File: src/rtl/simon_pkg.sv
// Shared types and constants for the parametrised Simon game.
package simon_pkg;

    typedef enum logic [1:0] {
        ST_INPUT    = 2'd0,
        ST_PLAYBACK = 2'd1,
        ST_REPEAT   = 2'd2,
        ST_DONE     = 2'd3
    } state_t;

    localparam logic [2:0] MODE_INPUT    = 3'b001;
    localparam logic [2:0] MODE_PLAYBACK = 3'b010;
    localparam logic [2:0] MODE_REPEAT   = 3'b100;
    localparam logic [2:0] MODE_DONE     = 3'b111;

    localparam logic LEVEL_EASY = 1'b0;
    localparam logic LEVEL_HARD = 1'b1;

    function automatic logic [2:0] mode_of(input state_t st);
        logic [2:0] m;
        m = MODE_INPUT;
        case (st)
            ST_INPUT:    m = MODE_INPUT;
            ST_PLAYBACK: m = MODE_PLAYBACK;
            ST_REPEAT:   m = MODE_REPEAT;
            ST_DONE:     m = MODE_DONE;
            default:     m = MODE_INPUT;
        endcase
        return m;
    endfunction

endpackage

File: src/rtl/simon_seq_mem.sv
// Sequence storage: DEPTH x N registers, one synchronous write, one async read.
module simon_seq_mem #(
    parameter int unsigned N     = 4,
    parameter int unsigned DEPTH = 64,
    parameter int unsigned AW    = 7
) (
    input  logic          clk,
    input  logic          we,
    input  logic [AW-1:0] waddr,
    input  logic [N-1:0]  wdata,
    input  logic [AW-1:0] raddr,
    output logic [N-1:0]  rdata
);

    logic [N-1:0] mem [DEPTH];

    always_ff @(posedge clk) begin
        if (we) begin
            mem[waddr] <= wdata;
        end
    end

    assign rdata = mem[raddr];

endmodule

File: src/rtl/simon_game_param.sv
// Simon game top: pattern entry, paced playback, repeat checking, score and win.
module simon_game_param
    import simon_pkg::*;
#(
    parameter int unsigned N          = 4,
    parameter int unsigned DEPTH      = 64,
    parameter int unsigned PLAY_TICKS = 1
) (
    input  logic                       pclk,
    input  logic                       rst,
    input  logic                       level,
    input  logic [N-1:0]               pattern,
    input  logic                       pattern_vld,
    output logic [N-1:0]               pattern_leds,
    output logic [2:0]                 mode_leds,
    output logic [$clog2(DEPTH+1)-1:0] score,
    output logic                       win
);

    localparam int unsigned SW = $clog2(DEPTH + 1);
    localparam int unsigned TW = $clog2(PLAY_TICKS + 1);

    state_t        state_q, state_d;
    logic [SW-1:0] count_q, count_d;
    logic [SW-1:0] index_q, index_d;
    logic [TW-1:0] tick_q, tick_d;
    logic [SW-1:0] score_d;
    logic          win_d;
    logic          lvl_q;
    logic          we;
    logic [N-1:0]  rdata;
    logic          legal;
    logic          last_tick;
    logic          last_idx;

    simon_seq_mem #(.N(N), .DEPTH(DEPTH), .AW(SW)) u_mem (
        .clk   (pclk),
        .we    (we),
        .waddr (count_q),
        .wdata (pattern),
        .raddr (index_q),
        .rdata (rdata)
    );

    assign legal     = (lvl_q == LEVEL_HARD) ? (|pattern) : $onehot(pattern);
    assign last_tick = (tick_q == TW'(PLAY_TICKS - 1));
    assign last_idx  = (index_q == count_q - SW'(1));

    // State and datapath registers; level is captured only during reset
    always_ff @(posedge pclk) begin
        if (rst) begin
            state_q   <= ST_INPUT;
            count_q   <= '0;
            index_q   <= '0;
            tick_q    <= '0;
            score     <= '0;
            win       <= 1'b0;
            lvl_q     <= level;
            mode_leds <= MODE_INPUT;
        end else begin
            state_q   <= state_d;
            count_q   <= count_d;
            index_q   <= index_d;
            tick_q    <= tick_d;
            score     <= score_d;
            win       <= win_d;
            mode_leds <= mode_of(state_d);
        end
    end

    // Next-state and datapath update
    always_comb begin
        state_d = state_q;
        count_d = count_q;
        index_d = index_q;
        tick_d  = tick_q;
        score_d = score;
        win_d   = win;
        we      = 1'b0;
        case (state_q)
            ST_INPUT: begin
                if (pattern_vld && legal) begin
                    we      = 1'b1;
                    count_d = count_q + SW'(1);
                    index_d = '0;
                    tick_d  = '0;
                    state_d = ST_PLAYBACK;
                end
            end
            ST_PLAYBACK, ST_DONE: begin
                tick_d = tick_q + TW'(1);
                if (last_tick) begin
                    tick_d  = '0;
                    index_d = index_q + SW'(1);
                    if (last_idx) begin
                        index_d = '0;
                        if (state_q == ST_PLAYBACK) begin
                            state_d = ST_REPEAT;
                        end
                    end
                end
            end
            ST_REPEAT: begin
                if (pattern_vld) begin
                    if (pattern != rdata) begin
                        state_d = ST_DONE;
                        win_d   = 1'b0;
                        index_d = '0;
                        tick_d  = '0;
                    end else if (!last_idx) begin
                        index_d = index_q + SW'(1);
                    end else begin
                        score_d = score + SW'(1);
                        if (count_q == SW'(DEPTH)) begin
                            state_d = ST_DONE;
                            win_d   = 1'b1;
                            index_d = '0;
                            tick_d  = '0;
                        end else begin
                            state_d = ST_INPUT;
                        end
                    end
                end
            end
            default: state_d = ST_INPUT;
        endcase
    end

    // Echo the pads while the player drives them, otherwise show the stored entry
    always_comb begin
        pattern_leds = pattern;
        if (state_q == ST_PLAYBACK || state_q == ST_DONE) begin
            pattern_leds = rdata;
        end
    end

endmodule

File: config.mk
export PLATFORM = sky130hd
export DESIGN_NAME = simon_game_param
export DESIGN_NICKNAME = d
export VERILOG_FILES = /design/src/rtl/simon_pkg.sv /design/src/rtl/simon_seq_mem.sv /design/src/rtl/simon_game_param.sv
export SDC_FILE = /design/constraint.sdc
export NUM_CORES = 1
export LEC_CHECK = 0
export CORE_MARGIN = 8
export CORE_UTILIZATION = 45
export DETAILED_ROUTE_END_ITERATION = 6
export PLACE_DENSITY = 0.66
export SYNTH_ARGS = -nofsm -noshare
export SYNTH_HDL_FRONTEND = slang
export SYNTH_SLANG_ARGS = --single-unit
File: constraint.sdc
create_clock -name pclk -period 4.35 [get_ports pclk]
set_input_delay 0.87 -clock pclk [delete_from_list [all_inputs] [get_ports pclk]]
set_output_delay 0.87 -clock pclk [all_outputs]
set_load 0.02 [all_outputs]
After elaboration in Yosys (flattened, before gate mapping)
Memories as Yosys holds them, arrays and structs flattened. A register that Yosys moved wholly into a read port is not among the register bits.
Cells that the tools add are included.
{"block": "word_totals", "mem_count": 1, "wordCells": 83, "input_bits": 8, "reg_bits": 29, "mem_bits_rw": 256}
{"block": "classes", "muxes": 36, "reduce_logical": 13, "bitwise_logic": 1, "addsub": 8, "n_eq_ne": 16}
{"memory": "u_mem.mem", "depth": 64, "word_bits": 4, "read_ports": 1, "rd_clocked_by_memory_dff": 1, "write_ports": 1, "line_no": "simon_seq_mem.sv:15", "rtl": "logic [N-1:0] mem [DEPTH];"}
{"op": "$mux 7", "n": 7}
{"op": "$add 7x1->7 const B", "n": 3}
{"op": "$pmux 7 s3", "n": 1}
{"op": "$mux 2", "n": 8}
{"op": "$reduce_and 4->1", "n": 4}
{"op": "$mux 1", "n": 14}
{"op": "$mux 6", "n": 2}
{"op": "$pmux 3 s4", "n": 1}
{"op": "$eq 2x2->1 const B", "n": 4}
{"op": "$eq 7x7->1", "n": 1}
{"op": "$eq 7x7->1 const B", "n": 1}
{"op": "$sub 7x1->7 const B", "n": 1}
{"op": "$ne 2x2->1 const B", "n": 3}
{"op": "$ne 3x3->1 const B", "n": 2}
{"op": "$pmux 2 s3", "n": 1}
{"op": "$add 1x1->2", "n": 2}
{"op": "$eq 2x1->1 const B", "n": 2}
{"op": "$logic_not 2->1", "n": 2}
{"op": "$mux 4", "n": 1}
{"op": "$ne 4x4->1", "n": 1}
{"op": "$ne 4x4->1 const B", "n": 1}
{"op": "$reduce_bool 2->1", "n": 2}
{"op": "$reduce_or 4->1", "n": 1}
{"op": "$add 2x2->3", "n": 1}
{"op": "8 further kinds", "n": 8}

Longest topological paths before layout
{"block": "depth", "ltp_word": 9, "ltp_mapped": 15, "ltp_nobuf": 12}

Modules after synthesis
A second synthesis with hierarchy kept.
{"block": "hier_totals", "hier_cells": 731, "hier_area_um2": 12211.7}
{"module": "simon_seq_mem", "instances": 1, "area_each_um2": 10327.4, "cells_each": 517}
{"module": "simon_game_param", "instances": 1, "area_each_um2": 1884.3, "cells_each": 214}

Worst setup path after synthesis
Ideal clock, no wire load.
{"block": "synth_path", "path_type": "input to register", "start": "in pattern[0]", "end": "mem u_mem.mem[63][0] (enable)", "slack_ns": 0.604, "n_path_buf": 2, "setup_ns": 0.330, "arrival_ns": 3.416, "cell_stages": 13, "cell_sequence": "inv_1 > fa_1 > inv_1 > ha_1 > ha_1 > nor3b_1 > o2111ai_1 > nor2_1 > and2_0 > clkbuf_1 > nand3_1 > clkbuf_1 > nor2_1"}
{"block": "synth_between", "elab_chain_len": 9, "elab_cells_between_ends": 10, "cone_classes": "add/sub (2); eq/ne (1); mux (5); reduce/logical (2)"}
{"item": "from (decl)", "line_no": "simon_game_param.sv:12", "rtl": "input logic [N-1:0] pattern,"}
{"item": "$add 1x1->2 (implied by the code)", "line_no": "simon_game_param.sv:45", "rtl": "assign legal = (lvl_q == LEVEL_HARD) ? (|pattern) : $onehot(pattern);"}
{"item": "$add 2x2->3 (implied by the code)", "line_no": "simon_game_param.sv:45"}
{"item": "$eq 3x1->1", "line_no": "simon_game_param.sv:45"}
{"item": "$mux 1 *", "line_no": "simon_game_param.sv:45"}
{"item": "$logic_and 1x1->1 *", "line_no": "simon_game_param.sv:82", "rtl": "if (pattern_vld && legal) begin"}
{"item": "$mux 1 *", "line_no": "simon_game_param.sv:82"}
{"item": "$mux 1 *", "line_no": "simon_game_param.sv:80", "rtl": "case (state_q)"}
{"item": "$mux 1 *", "line_no": "simon_seq_mem.sv:18", "rtl": "if (we) begin"}
{"item": "$mux 1 (implied by the code) *", "line_no": "simon_seq_mem.sv:19", "rtl": "mem[waddr] <= wdata;"}
{"item": "to (decl)", "line_no": "simon_seq_mem.sv:15"}
Mark *: on every way between the ends. The rest lies on a longest branch, timed or not.

==> results.md <==
- Post-Syn Instances: roughly 780
- Most common cell after layout, fill and taps aside: edfxtp_1
- Number of routed nets with antenna violations: 0
- Worst Path Arrival: roughly 3.4 ns
- Post-synth top flop: edfxtp_1
- Ratio of cells with drive above 1 in the final layout: 19.56%
- Fin. Hold Viols: 0
- Most frequent cells in the layout: edfxtp_1, nor2_1, mux4_2, nand2_1, buf_4
- Highest routed layer: met4
- Leak pwr: around 0.0044 µW
- Initial antenna violation count: 1
- Peak VDD IR: roughly 0.29 mV
- Worst-path fanout max: 37
- Design area: 13990 µm²
- Die H: ~180 µm
- Worst-path cell chain: buf_16, buf_4, mux4_2, o22ai_1, nor4_2, nand2_1, a31oi_1, clkdlybuf4s50_1
- Clock skew: 0.01602 ns
- Synth Register Bits: a little under 300
- First-pass GRT wire length: roughly 44000 µm
- Starting Density: between 40 and 50%
- Max_slew headroom: around 39%
- Synth Warn #: 0
- Post-synth EDFFs: roughly 260
- Fin. max-slew vios: 0
- Buf+Inv Stages, Crit Path: 3
- Worst Hold Class: reg -> reg
- Post-synthesis net count: between 800 and 900
- Met3 WL post-DR: around 2100 µm
- Layout net count: roughly 850
- Outcome: finished clean
- Crit start category: flip-flop
- CP endpoint kind: primary output
- Post-detail-place hpwl: 18980 µm
- Setup violators final: 0
- Largest net degree at the start of global routing: 68
- Clock Tree Buf Depth: 3
- Cell Rows: 60
- CTS clk-pin slew, worst paths: around 0.060 ns
- Clock latency on the worst-skew pair: ~0.55 ns
- Max incr delay on CP: about 0.70 ns
- Top-Level Pins: 23
- GP Congestion: roughly 0.84
- Fin util: a little over half
- Port-buffer cells: 22
- CP max stage cell: clkdlybuf4s50_1
- Cell Area, Synth: 12260 µm²
- Starting DRT DRC Count: around 860
- WS Path Type: reg -> out
- Vias in the first global route: approximately 7000
- Die ar.: about 33000 µm²
- Met2 Wirelength: ~14000 µm
- # Max-Cap Violations: 0
- Post-synth cell types: 64
- CTS root buf: clkbuf_16
- Critical path required time: between 3 and 4 ns
- Placed Instance Area: between 10000 and 15000 µm²
- Xor/xnor cell area share of the yosys netlist: around 1.1%
- Vias per Instance: around 6
- Fraction of registers with async set/reset: 0%
- P per Cell Area: about 420 nW/µm²
- DRT met1 WL: about 13000 µm
- GRT Total Usage: 17.51%
- H-tree depth: 1
- Hold_buf cts: 0
- Compound-Gate Fraction of Synth Area: 5.319%
- Highest clock rate: 233.4 MHz
- TritonCTS clock tree: yes
- Drt wl/cell: 24.42 µm
- Synth Area in Simple Gates: about a tenth
- Register area share after synthesis: roughly two thirds
- Post-synthesis mux area share: approximately 12%
- Ant diodes: 0
- Min cycle time layout: 4.285 ns
- Synth Area in Adders: less than 1%
- Core Box Area: between 20000 and 30000 µm²
- Residual DRC count: 0
- Num Clock Sinks: 290
- Worst Tran Pin Value: between 0.9 and 1 ns
- First-pass detailed-route iteration total: 5
- DR vias: a little over 7000
- Largest family of logic cells by synthesized area: multiplexers
- Area growth syn-to-layout: 14.14%
- Post-Syn Area per Cell: about 16 µm²
- Final critical-path share of the clock period: about 100%
- Total grt overflow: 0
- Cell family with most CP delay: buffers and inverters
- Inserted Clock Buffers: 30
- Die width: around 180 µm
- Final wirelength: 29180 µm
[Yosys cell counts, types with 10 or more instances]
cell,number,area [µm²]
mux2i_1,31,310.3
nor2_1,97,364.1
nand3_1,20,100.1
nand2_1,34,127.6
mux4_2,49,1104
nor3_1,11,55.05
xnor2_1,10,87.58
buf_2,10,50.05
inv_1,14,52.55
clkbuf_1,20,75.07
dfxtp_1,33,660.6
nor2b_1,13,81.33
o22ai_1,10,62.56
edfxtp_1,257,7717
[through the flow]
stage	total power, µW	setup slack (ns)	hold slack (ns)	TNS [ns]	instances
detailed placement	3408	-0.1550	0.5194	-4.578	1133
global placement	3406	0.01716	0.5162	0	1133
CTS	5899	0.006207	0.5331	0	1190
finish	5866	0.06537	0.5347	0	1195
floorplan	3278	0.6039	0.4825	0	784
global route	6024	-0.05062	0.5746	-0.05062	1195
[cell type report]
type | count | area [µm²]
Timing Repair Buffer | 59 | 538.0
Clock inverter | 18 | 151.4
Inverter | 14 | 52.55
Multi-Input combinational cell | 435 | 3596
Sequential cell | 290 | 8392
Clock buffer | 38 | 832.0
Fill cell | 2227 | 12890
Tap cell | 341 | 426.7
[worst register-to-register path: stages, from the launching register on]
cell	delay (ns)
dfxtp_4	0.51
buf_16	0.28
mux4_2	0.59
a32o_1	0.29
a31oi_1	0.16
o2111ai_1	0.21
a21o_1	0.23
a22oi_2	0.41
a31oi_1	0.42
nor4b_1	0.39
a211o_1	0.17
[registers in the layout (all words and copies together), names as in the netlist, named ones only]
| name | count |
|---|---|
| win | 1 |
| index_q | 7 |
| state_q | 2 |
| count_q | 7 |
| lvl_q | 1 |
| mode_leds | 3 |
| score | 7 |
| u_mem.mem | 256 |
[logic make-up (layout without fill, tap and decap cells)]
kind of cell / after synthesis / in the layout
DFF: 290 / 290
and+or+nand+nor: 233 / 233
muxes: 90 / 90
AOI/OAI and AO/OA: 88 / 88
buffers and inverters: 59 / 129
xor gates and xnor gates: 15 / 15
adders and majority gates: 9 / 9
[repair_timing]
item,CTS,global route
setup buffers,1,5
gates resized for setup,4,4
endpoints found under the setup margin,4,3
[path summary, 6_finish.rpt]
kind,startpoint,to,slack [ns],depth (start not counted)
max,flip-flop,pattern_leds[2],0.07,8
min,score[3],score[3],0.53,2
max reg2reg,flip-flop,flip-flop,0.61,10
min reg2reg,score[3],score[3],0.53,2
[metal layers]
metal	track usage [%]	vias to the layer above
li1	-	3156
met1	24.57	3652
met2	27.82	302
met3	2.909	49
met4	5.084	0
met5	0	-
[power by group]
part / switching (µW) / internal (µW) / total, µW / leakage (µW)
combinational: 182 / 110 / 292 / 0.00130
clock: 1050 / 1470 / 2520 / 0.000480
sequential: 18.3 / 3040 / 3060 / 0.00258
No activity file was read; power rests on OpenSTA's default activity.
